## src/rtl/jtbubl_romslot_pkg.sv

```systemverilog
// Shared types and widths for the graphics ROM slot.
// Only the SDRAM-facing widths are fixed here; the graphics-side address width is a module parameter.
package jtbubl_romslot_pkg;

  localparam int SDRAM_AW = 22;
  localparam int SDRAM_DW = 32;

  typedef enum logic [1:0] {
    ST_IDLE = 2'd0,
    ST_REQ  = 2'd1,
    ST_WAIT = 2'd2
  } fsm_state_t;

endpackage

```

## src/rtl/jtbubl_gfx_romslot.sv

```systemverilog
// Graphics ROM responder with a two-entry word cache in front of one SDRAM read port.
// Hits answer combinationally; a miss issues a single request/ack/rdy fetch and fills the victim entry.
module jtbubl_gfx_romslot
  import jtbubl_romslot_pkg::*;
#(
  parameter logic [SDRAM_AW-1:0] OFFSET = 22'h0,
  parameter int                  AW     = 18
) (
  input  logic                clk,
  input  logic                rst_n,
  input  logic                rom_cs,
  input  logic [AW-1:0]       rom_addr,
  output logic [SDRAM_DW-1:0] rom_data,
  output logic                rom_ok,
  output logic                sdram_req,
  output logic [SDRAM_AW-1:0] sdram_addr,
  input  logic                sdram_ack,
  input  logic                sdram_rdy,
  input  logic [SDRAM_DW-1:0] sdram_din
);

  fsm_state_t          state;
  logic [1:0]          valid;
  logic [AW-1:0]       tag  [2];
  logic [SDRAM_DW-1:0] data [2];
  logic                victim;
  logic [AW-1:0]       fetch_addr;

  logic [1:0]          hit;
  logic                any_hit;
  logic                hit_idx;
  logic                fill;
  logic [SDRAM_AW-1:0] req_addr;

  assign hit[0]  = valid[0] & (tag[0] == rom_addr);
  assign hit[1]  = valid[1] & (tag[1] == rom_addr);
  assign any_hit = |hit;
  assign hit_idx = hit[1];

  assign rom_ok   = rom_cs & any_hit;
  assign rom_data = hit[1] ? data[1] : data[0];

  assign fill     = (state == ST_WAIT) & sdram_rdy;
  assign req_addr = OFFSET + SDRAM_AW'(rom_addr);

  always_ff @(posedge clk) begin
    if (!rst_n) begin
      state      <= ST_IDLE;
      valid      <= 2'b00;
      victim     <= 1'b0;
      fetch_addr <= '0;
      sdram_req  <= 1'b0;
      sdram_addr <= '0;
      for (int i = 0; i < 2; i++) begin
        tag[i]  <= '0;
        data[i] <= '0;
      end
    end else begin
      // A fill outranks a same-cycle hit so the freshly fetched word becomes most recent.
      if (fill) begin
        victim <= ~victim;
      end else if (rom_ok) begin
        victim <= ~hit_idx;
      end

      unique case (state)
        ST_IDLE: begin
          if (rom_cs && !any_hit) begin
            fetch_addr <= rom_addr;
            sdram_addr <= req_addr;
            sdram_req  <= 1'b1;
            state      <= ST_REQ;
          end
        end
        ST_REQ: begin
          if (sdram_ack) begin
            sdram_req <= 1'b0;
            state     <= ST_WAIT;
          end
        end
        ST_WAIT: begin
          if (sdram_rdy) begin
            data[victim]  <= sdram_din;
            tag[victim]   <= fetch_addr;
            valid[victim] <= 1'b1;
            state         <= ST_IDLE;
          end
        end
        default: state <= ST_IDLE;
      endcase
    end
  end

endmodule

```

## config.mk

```make
export PLATFORM = sky130hd
export DESIGN_NAME = jtbubl_gfx_romslot
export DESIGN_NICKNAME = d
export VERILOG_FILES = /design/src/rtl/jtbubl_romslot_pkg.sv /design/src/rtl/jtbubl_gfx_romslot.sv
export SDC_FILE = /design/constraint.sdc
export NUM_CORES = 1
export LEC_CHECK = 0
export ABC_AREA = 0
export CORE_UTILIZATION = 35
export DETAILED_ROUTE_END_ITERATION = 16
export PLACE_DENSITY_LB_ADDON = 0.08
export SLEW_MARGIN = 20
export SYNTH_ARGS = -nofsm -noshare
export SYNTH_HDL_FRONTEND = slang
export SYNTH_SLANG_ARGS = --single-unit
```

## constraint.sdc

```tcl
create_clock -name clk -period 8.1 [get_ports clk]
set_clock_uncertainty 0.2 [all_clocks]
set_input_delay 2.43 -clock clk [delete_from_list [all_inputs] [get_ports clk]]
set_output_delay 2.43 -clock clk [all_outputs]
set_load 0.01 [all_outputs]
```

# Yosys cells after proc, flatten, opt, wreduce, memory -nomap -nowiden
# Memories as Yosys holds them, arrays and structs flattened.
# Index checks and enable logic that the tools add are counted.
# Widths: inputs -> output; s select.
[totals] input_bits=55 reg_bits=24 mem_bits_rw=100 output_inout_bits=56 memories=2
[op_classes] bitwise_logic=7 n_eq_ne=7 order_cmp=2 reduce_logical=13 n_mux=23
[mem_list] name="data" depth=2 word_bits=32 read_ports=2 rd_ports_with_merged_regs=0 write_ports=2 line_no="jtbubl_gfx_romslot.sv:25" source="logic [SDRAM_DW-1:0] data [2];"
[mem_list] name="tag" depth=2 word_bits=18 read_ports=2 rd_ports_with_merged_regs=0 write_ports=2 line_no="jtbubl_gfx_romslot.sv:24" source="logic [AW-1:0] tag [2];"
[ops] operator="$mux 32" n=2
[ops] operator="$eq 18x18->1" n=2
[ops] operator="$reduce_or 32->1" n=1
[ops] operator="$mux 18" n=1
[ops] operator="$reduce_or 18->1" n=1
[ops] operator="$mux 1" n=14
[ops] operator="$mux 2" n=3
[ops] operator="$ne 2x2->1 const B" n=3
[ops] operator="$pmux 2 s3" n=1
[ops] operator="$reduce_and 3->1" n=2
[ops] operator="$and 1x1->1" n=4
[ops] operator="$reduce_and 2->1" n=2
[ops] operator="$reduce_bool 2->1" n=2
[ops] operator="$eq 2x1->1 const B" n=1
[ops] operator="$eq 2x2->1 const B" n=1
[ops] operator="$logic_and 1x1->1" n=2
[ops] operator="$logic_not 2->1" n=1
[ops] operator="$lt 1x2->1 const B" n=1
[ops] operator="$not 1->1" n=2
[ops] operator="$or 2x2->2" n=1
[ops] operator="$pmux 1 s2" n=1
[ops] operator="$reduce_or 2->1" n=1
[ops] operator="$demux 1 s1" n=1
[ops] operator="$ge 1x1->1 const B" n=1
[ops] operator="$logic_not 1->1" n=1

# Logic depth before layout (Yosys ltp)
# Gate-level depths: netlist of run 1.
# An unclocked memory read counts as a cell.
[logic_depth] ltp_word=8 depth_mapped=7 ltp_nobuf=6

# Least setup slack after synthesis of run 1
# OpenSTA, ideal clock, no wires.
[synth_path] kind="input -> register" startpoint="input port rst_n" endpoint="memory data[0][0], enable pin" path_stages=3 path_buffers=1 required_time_ps=7373 arrival_ps=6339 slack_ps=1034 cell_sequence="clkbuf_1 nand2_1 o21ai_0"
[synth_lines] item="start: declaration" line_no="jtbubl_gfx_romslot.sv:10" source="input logic rst_n,"
[synth_lines] item="end: declaration" line_no="jtbubl_gfx_romslot.sv:25"

# Worst setup path in the final report of run 1
[layout_path] startpoint="input port rom_addr[5]" endpoint="output port rom_ok"
[layout_between] elab_chain_cells=4 elab_cells_between_ends=6
[layout_rtl] item="start: declaration" line_no="jtbubl_gfx_romslot.sv:12" source="input logic [AW-1:0] rom_addr,"
[layout_rtl] item="$eq 18x18->1 (on tied branches)" line_no="jtbubl_gfx_romslot.sv:35, jtbubl_gfx_romslot.sv:36"
[layout_rtl] item="$and 1x1->1 (on tied branches)" line_no="jtbubl_gfx_romslot.sv:35, jtbubl_gfx_romslot.sv:36"
[layout_rtl] item="$reduce_or 2->1 (*)" line_no="jtbubl_gfx_romslot.sv:37" source="assign any_hit = |hit;"
[layout_rtl] item="$and 1x1->1 (*)" line_no="jtbubl_gfx_romslot.sv:40" source="assign rom_ok = rom_cs & any_hit;"
[layout_rtl] item="end: declaration" line_no="jtbubl_gfx_romslot.sv:14" source="output logic rom_ok,"
# Mark *: on every way between the ends. The rest lies on a longest branch, timed or not.

==> flow_summary.ini, run 1 <==
[final_layout]
final_nets = 579
n_fill_cell = 1384
final_layout_size_suffix_gt1_frac = 0.1341
syn_to_final_growth_pct = 34.79
num_antenna_cells = 0
fin_area_um2 = 7407
stdcell_count = 748

[clock_network]
root_buffer = clkbuf_16
cts_buffers = 17
clkSinkCount = 124
holdBufCountCts = 0
htreeDepth = 4
clk_pin_slew_ns = 0.05
cts_resized = 0
max-clock-path-buffers = 2
post-cts-setup-buffers = 0
cts_tree = built
clk_latency_ns = 0.41

[power_and_ir_drop]
ir_drop_mv = 0.1392
power.density_nw_per_um2 = 218.6
total_power_w = 0.001619
p_leak_nw = 2.788

[global_routing]
gr-total-overflow = 0
grt_max_degree = 46
grtUsageTotal = 0.1577
antenna_found_initial = 0
grt_pass1_wl_um = 18510
grt_pass1_vias = 3497

[timing]
worst_slew_pin_slew_ns = 0.7110
finalSetupViolations = 0
drv_slew = 0
tns_ns = 0
maxSlewHeadroom = 0.5255
period_share = 0.9317
fin_ws_ns = 0.5531
fin_crit_ns = 7.547
fmax_mhz = 132.5
finalHoldViolCount = 0
rsz0062_at_grt = no

[routing]
drcViolationCount = 0
vias = 3369
antenna_left = 0
vias_per_cell = 4.504
wire_per_inst_um = 15.87
drt_iter0_drc = 143
wl_um = 11870
drtPass1Iterations = 4

[logic_synthesis]
ys_types = 30
synth_area_leaders = edfxtp_1 (55%), and2_1 (11%), dfxtp_1 (8.7%), mux2_2 (6.1%), xnor2_1 (5.3%)
synth-edff-count = 100
ys.flop_type = edfxtp_1
syn_area_um2 = 5495
async_flop_share = 0
synth_seq_area_share = 0.6339
ys_top_cells_by_count = and2_1 (100), edfxtp_1 (100), nand2_1 (40), xnor2_1 (33), mux2_2 (30)
synthCells = 413
ys_seq_elements = 124
yosys.area.top_type_share = 0.5464
avgSynthCellArea_um2 = 13.31
yosys_warnings = 0
synth_area_leader_cell = edfxtp_1

[die]
die_area_um2 = 16210
rows = 45
core_um2 = 15260
die_h_um = 127.3
die_x_um = 127.3
pin_count = 111
initial_core_util = 0.3601

[setup_path]
start_kind = input port
critPathRequiredTime_ns = 5.47
timing.rr.end = sdram_addr[13]
slowest_stage = clkdlybuf4s50_1
rr_startpoint = tag[0][5]
r2r_slack_ns = 5.44
worstRegToRegCells = 6
cp.depth = 7
cp.buffers_inverters = 2
crit_chain = clkdlybuf4s50_1 > xnor2_1 > nand4_1 > nor4_1 > nand4_1 > a21oi_1 > clkdlybuf4s50_1
crit_fanout = 3
crit_start = rom_addr[5]
arrival_ns = 4.92
crit_end = rom_ok
max_stage_delay_ns = 0.56
critical_path_class = in2out
end_kind = output pin
crit_family = buffers and inverters

[min_path]
hold_start = valid[1]
hp-class = reg2reg

[placed_design]
post-place-ws_ns = 0.4862
detailed_place_hpwl_um = 7477
dpl.cell_count = 716
port_buffers = 106
routabilityCongestion = 0.6811
placed_area_um2 = 6812

[run]
maxCapViolCount = 0

[status]
outcome = finished clean
==> layout by cell type, fill, tap and decap left out, types with 2 or more instances in the layout <==
cell type	n
mux2_2	30
clkinv_2	4
clkbuf_1	3
o21ai_4	2
clkinv_1	2
clkbuf_8	3
a21oi_1	2
mux2i_1	18
inv_1	2
nand3_2	2
nor2_1	5
edfxtp_1	100
xor2_1	3
bufinv_16	3
xnor2_1	33
a21o_1	2
and2_1	100
dfxtp_1	24
buf_4	5
nand4_1	9
a21boi_0	3
clkbuf_16	17
nand2_1	40
mux2_1	2
nor2_4	2
conb_1	4
clkdlybuf4s50_1	106
==> per-layer routing <==
layer	share of wire	global-route usage
met1	0.44	0.1848
met4	0.020	0.07773
met3	0.049	0.04564
met2	0.49	0.2649
met5	0	0
==> final cells by class <==
class,instances,area [µm²],share of cell area
Tap cell,211,264.0,0.03564
Sequential cell,124,3483,0.4703
Inverter,2,7.507,0.001014
Timing Repair Buffer,113,1146,0.1547
Clock buffer,23,478.0,0.06453
Clock inverter,9,117.6,0.01588
Multi-Input combinational cell,266,1911,0.2579
==> sequential cells by signal, summed over array words and instances, names as in the netlist <==
name,cells
state,2
sdram_req,1
data,64
sdram_addr,18
tag,36
valid,2
victim,1
==> logic make-up (layout without fill, tap and decap cells) <==
logic type	count (synthesis)	count (layout)	synth area share
AOI/OAI and AO/OA	11	11	0.01366
xor gates and xnor gates	36	36	0.05738
buffers and inverters	26	147	0.02732
DFF	124	124	0.6339
muxes	50	50	0.09836
other	1	4	0.0006824
and+or+nand+nor	165	165	0.1687
==> worst min path at each step <==
stage / endpoint / slack (ns) / cells past startpoint
final: valid[1] / 0.26 / 1
after global routing: valid[1] / 0.28 / 1
after floorplan: valid[0] / 0.23 / 1
after CTS: valid[1] / 0.26 / 1
after global placement: valid[0] / 0.23 / 1
after detailed placement: valid[1] / 0.24 / 1
==> metrics by stage <==
| step | utilization | hold WS (ns) |
|---|---|---|
| floorplan | - | 0.2262 |
| finish | 0.4854 | 0.2556 |
| global placement | 0.4433 | 0.2330 |
| CTS | 0.4854 | 0.2561 |
| global route | 0.4854 | 0.2776 |
| detailed placement | 0.4464 | 0.2408 |
==> worst reg2reg max path, cell delays in order (launching register included) <==
cell and delay [ns]:
edfxtp_1 0.37, xnor2_1 0.29, nand4_1 0.14, nor4_1 0.47, nand4_1 0.26, nand3_2 0.58
mux2i_1 0.27
==> power breakdown <==
part / total (W) / switching [W] / leakage, nW / internal [W]
logic: 0.000128 / 0.0000574 / 1.26 / 0.0000706
clock network: 0.000764 / 0.000261 / 0.296 / 0.000504
registers: 0.000727 / 0.0000131 / 1.23 / 0.000714
total: 0.00162 / 0.000331 / 2.79 / 0.00129
Note: power is estimated with default switching activity, not from simulation.
==> run 2: changes to the inputs <==
--- a/config.mk
+++ b/config.mk
@@ -11,3 +11,3 @@
 export PLACE_DENSITY_LB_ADDON = 0.08
-export SLEW_MARGIN = 20
+export SLEW_MARGIN = 30
 export SYNTH_ARGS = -nofsm -noshare
--- a/constraint.sdc
+++ b/constraint.sdc
@@ -4,2 +4,2 @@
 set_output_delay 2.43 -clock clk [all_outputs]
-set_load 0.01 [all_outputs]
+set_load 0.1 [all_outputs]
==> flow_summary.ini, run 2 (same netlist as run 1, synthesis figures left out) <==
[global_routing]
gr-total-overflow = 0
antenna_found_initial = 0
grt_pass1_wl_um = 18600
grtUsageTotal = 0.1563
grt_pass1_vias = 3464
grt_max_degree = 46

[power_and_ir_drop]
ir_drop_mv = 0.1223
p_leak_nw = 2.982
power.density_nw_per_um2 = 221.4

[setup_path]
end_kind = output pin
critical_path_class = in2out
cp_common_cell = nand4_1
arrival_ns = 4.64
crit_chain = clkdlybuf4s50_1 > xnor2_1 > nand4_1 > nor4_1 > nand4_1 > a21oi_1 > buf_4
crit_fanout = 3
max_stage_delay_ns = 0.47
start_kind = input port
critPathRequiredTime_ns = 5.47
r2r_slack_ns = 5.42
slowest_stage = clkdlybuf4s50_1

[routing]
vias_per_cell = 4.537
vias = 3403
wl_um = 11610
wire_per_inst_um = 15.48
drt_iter0_drc = 158
drcViolationCount = 0
antenna_left = 0
drtPass1Iterations = 5

[timing]
period_share = 0.8970
worst_slew_pin_slew_ns = 1.016
fin_ws_ns = 0.8341
fmax_mhz = 137.6
drv_slew = 0
fin_crit_ns = 7.266
maxSlewHeadroom = 0.3203
finalHoldViolCount = 0
rsz0062_at_grt = no
finalSetupViolations = 0
tns_ns = 0

[status]
outcome = finished clean

[final_layout]
final_nets = 581
fin_area_um2 = 7785
final_cell_mix = and2_1 (100), edfxtp_1 (100), clkdlybuf4s50_1 (73), nand2_1 (40), xnor2_1 (33)
syn_to_final_growth_pct = 41.67
num_antenna_cells = 0
final_layout_size_suffix_gt1_frac = 0.2022
regMostFlops = data
reg.largest.list = data (64), tag (36), sdram_addr (18)
largest_reg_flops = 64

[placed_design]
routabilityCongestion = 0.7110
post-place-ws_ns = 0.8306
placed_area_um2 = 7192
detailed_place_hpwl_um = 7685
port_buffers = 106

[die]
initial_core_util = 0.3601
die_h_um = 127.3
pin_count = 111
core_um2 = 15260
rows = 45
die_area_um2 = 16210
die_x_um = 127.3

[clock_network]
cts_tree = built
max-clock-path-buffers = 2
clkSinkCount = 124
clk_latency_ns = 0.41
cts_buffers = 17
post-cts-setup-buffers = 0
holdBufCountCts = 0
root_buffer = clkbuf_16
clk_pin_slew_ns = 0.05
cts_resized = 0
htreeDepth = 4

[run]
maxCapViolCount = 0

[min_path]
hp-class = reg2reg
-- run 2: cell types whose count changed in the layout (fill, tap and decap cells not counted), moves of 2 or more --
cell / previous run / this run
clkbuf_8: 3 / 5
clkinv_1: 2 / 0
buf_16: 1 / 4
clkdlybuf4s50_1: 106 / 73
buf_12: 1 / 32
-- run 2: through the flow --
stage	util	total power, W	hold WS, ns	instances
2_1_floorplan	-	0.0008980	0.2262	416
3_3_place_gp	0.4641	0.0009870	0.2330	714
3_5_place_dp	0.4713	0.0009901	0.2442	718
4_1_cts	0.5102	0.001743	0.2569	750
5_1_grt	0.5102	0.001781	0.2782	750
6_report	0.5102	0.001724	0.2544	750
-- run 2: cell type report --
cell class,count,area [µm²]
timing repair buffer,115,1526
inverter,2,7.507
multi-input combinational,266,1911
tap,211,264.0
fill,1335,7473
clock inverter,7,87.58
sequential,124,3483
clock buffer,25,505.5
-- run 2: path summary, 6_finish.rpt --
path | from | end | cells after the start
setup reg to reg | tag[0][5] | sdram_req | 6
setup / recovery | rom_addr[5] | rom_ok | 7
hold reg to reg | valid[1] | valid[1] | 1
hold / removal | valid[1] | valid[1] | 1
-- run 2: where the power goes --
| part | leakage, nW | internal [W] | switching, W |
|---|---|---|---|
| sequential | 1.23 | 0.000714 | 0.0000127 |
| clock | 0.293 | 0.000491 | 0.000257 |
| combinational | 1.46 | 0.0000862 | 0.000163 |
-- run 2: worst max-delay path, delay by kind of cell --
kind	cells	cell delay, ns
AOI/OAI and AO/OA	1	0.22
xor gates and xnor gates	1	0.33
buffers and inverters	2	0.78
and+or+nand+nor	3	0.86
-- run 2: metal layers --
layer | wire [µm] | track usage | vias to the layer above
li1 | - | - | 1649
met2 | 5750 | 0.2543 | 84
met1 | 5130 | 0.1932 | 1653
met4 | 206 | 0.06933 | 0
met5 | 0 | 0 | -
met3 | 521 | 0.04523 | 17
==> run 3: changes to the inputs <==
- CORE_ASPECT_RATIO: not set -> 1.25
==> flow_summary.ini, run 3 (same netlist as run 1, synthesis figures left out) <==
[min_path]
hold_depth = 1
hold_end = valid[0]
hold_start = valid[0]
hp-class = reg2reg

[die]
die_x_um = 114.1
die_area_um2 = 16210
pin_count = 111
die_h_um = 142.1
initial_core_util = 0.3630
rows = 50
core_um2 = 15140

[timing]
fmax_mhz = 139.3
drv_slew = 0
tns_ns = 0
fin_crit_ns = 7.177
worst_slew_pin_slew_ns = 0.9978
period_share = 0.8861
finalSetupViolations = 0
rsz0062_at_grt = no
fin_ws_ns = 0.9227
maxSlewHeadroom = 0.3327
finalHoldViolCount = 0

[setup_path]
worstRegToRegCells = 6
critPathRequiredTime_ns = 5.47
critical_path_class = in2out
end_kind = output pin
start_kind = input port
crit_fanout = 32
r2r_slack_ns = 5.65
rr_startpoint = tag[0][15]
arrival_ns = 4.55
timing.rr.end = sdram_addr[5]

[clock_network]
post-cts-setup-buffers = 0
cts_buffers = 17
clkSinkCount = 124
clk_latency_ns = 0.41
max-clock-path-buffers = 2
root_buffer = clkbuf_16
holdBufCountCts = 0
htreeDepth = 4
cts_tree = built
clk_pin_slew_ns = 0.05
cts_resized = 0

[global_routing]
grtUsageTotal = 0.1573
antenna_found_initial = 0
gr-total-overflow = 0
grt_max_degree = 46
grt_pass1_vias = 3551
grt_pass1_wl_um = 18630

[placed_design]
port_buffers = 106
detailed_place_hpwl_um = 8085
routabilityCongestion = 0.7467
post-place-ws_ns = 0.8470

[final_layout]
n_fill_cell = 1353
syn_to_final_growth_pct = 42.10
largest_reg_flops = 64
fin_util = 0.5158
final_nets = 582
reg.largest.list = data (64), tag (36), sdram_addr (18)
final_cell_mix = and2_1 (100), edfxtp_1 (100), clkdlybuf4s50_1 (73), nand2_1 (40), xnor2_1 (33)
regMostFlops = data
final_layout_size_suffix_gt1_frac = 0.2056

[routing]
drt_iter0_drc = 108
vias_per_cell = 4.479
drcViolationCount = 0
vias = 3355
wl_um = 11940
drtPass1Iterations = 4
antenna_left = 0
wire_per_inst_um = 15.95

[power_and_ir_drop]
ir_drop_mv = 0.1160
power.density_nw_per_um2 = 227.5
p_leak_nw = 2.994

[run]
maxCapViolCount = 0

[status]
outcome = finished clean
## run 3: cell type report
cell class | instances | area [µm²] | share of cell area
Sequential cell | 124 | 3483 | 0.4461
Antenna cell | 1 | 2.502 | 0.0003205
Tap cell | 208 | 260.3 | 0.03333
Multi-Input combinational cell | 266 | 1911 | 0.2447
Timing Repair Buffer | 116 | 1521 | 0.1948
Clock buffer | 18 | 429.2 | 0.05496
Clock inverter | 14 | 193.9 | 0.02484
Inverter | 2 | 7.507 | 0.0009614
## run 3: critical path, stage by stage
cell	delay, ns
clkdlybuf4s50_1	0.48
xnor2_1	0.30
nand4_1	0.14
nor2_1	0.22
nand3_2	0.09
buf_4	0.29
mux2_1	0.40
buf_12	0.18
## run 3: through the flow
| step | cell area (µm²) | hold slack [ns] | cells | power, W |
|---|---|---|---|---|
| final | 7809 | 0.2584 | 749 | 0.001776 |
| after global routing | 7806 | 0.2868 | 748 | 0.001829 |
| after CTS | 7806 | 0.2637 | 748 | 0.001795 |
| after detailed placement | 7183 | 0.2481 | 716 | 0.0009948 |
| after global placement | 7081 | 0.2371 | 712 | 0.0009898 |
| after floorplan | 5507 | 0.2262 | 416 | 0.0008980 |
## run 3: how the worst max path moves through the flow
stage	from	endpoint	slack, ns	depth (start not counted)
CTS	rom_addr[13]	rom_data[21]	0.84	8
finish	rom_addr[16]	rom_data[21]	0.92	8
floorplan	rom_addr[5]	rom_ok	0.85	5
detailed placement	rom_addr[13]	rom_data[26]	0.85	8
global placement	rom_addr[13]	rom_data[26]	0.86	8
global route	rom_addr[15]	rom_data[21]	0.76	8
## run 3: layer usage
metal | wire, µm | GRT usage | vias to the layer above
li1 | - | - | 1661
met1 | 4938 | 0.1768 | 1609
met2 | 6405 | 0.2813 | 75
met3 | 490 | 0.04089 | 10
met4 | 110 | 0.06357 | 0
met5 | 0 | 0 | -
## run 3: power by group
part | leakage [nW] | switching (W) | internal (W) | total (W)
clock network | 0.302 | 0.000282 | 0.000516 | 0.000798
logic | 1.46 | 0.000164 | 0.0000883 | 0.000252
registers | 1.23 | 0.0000128 | 0.000713 | 0.000726
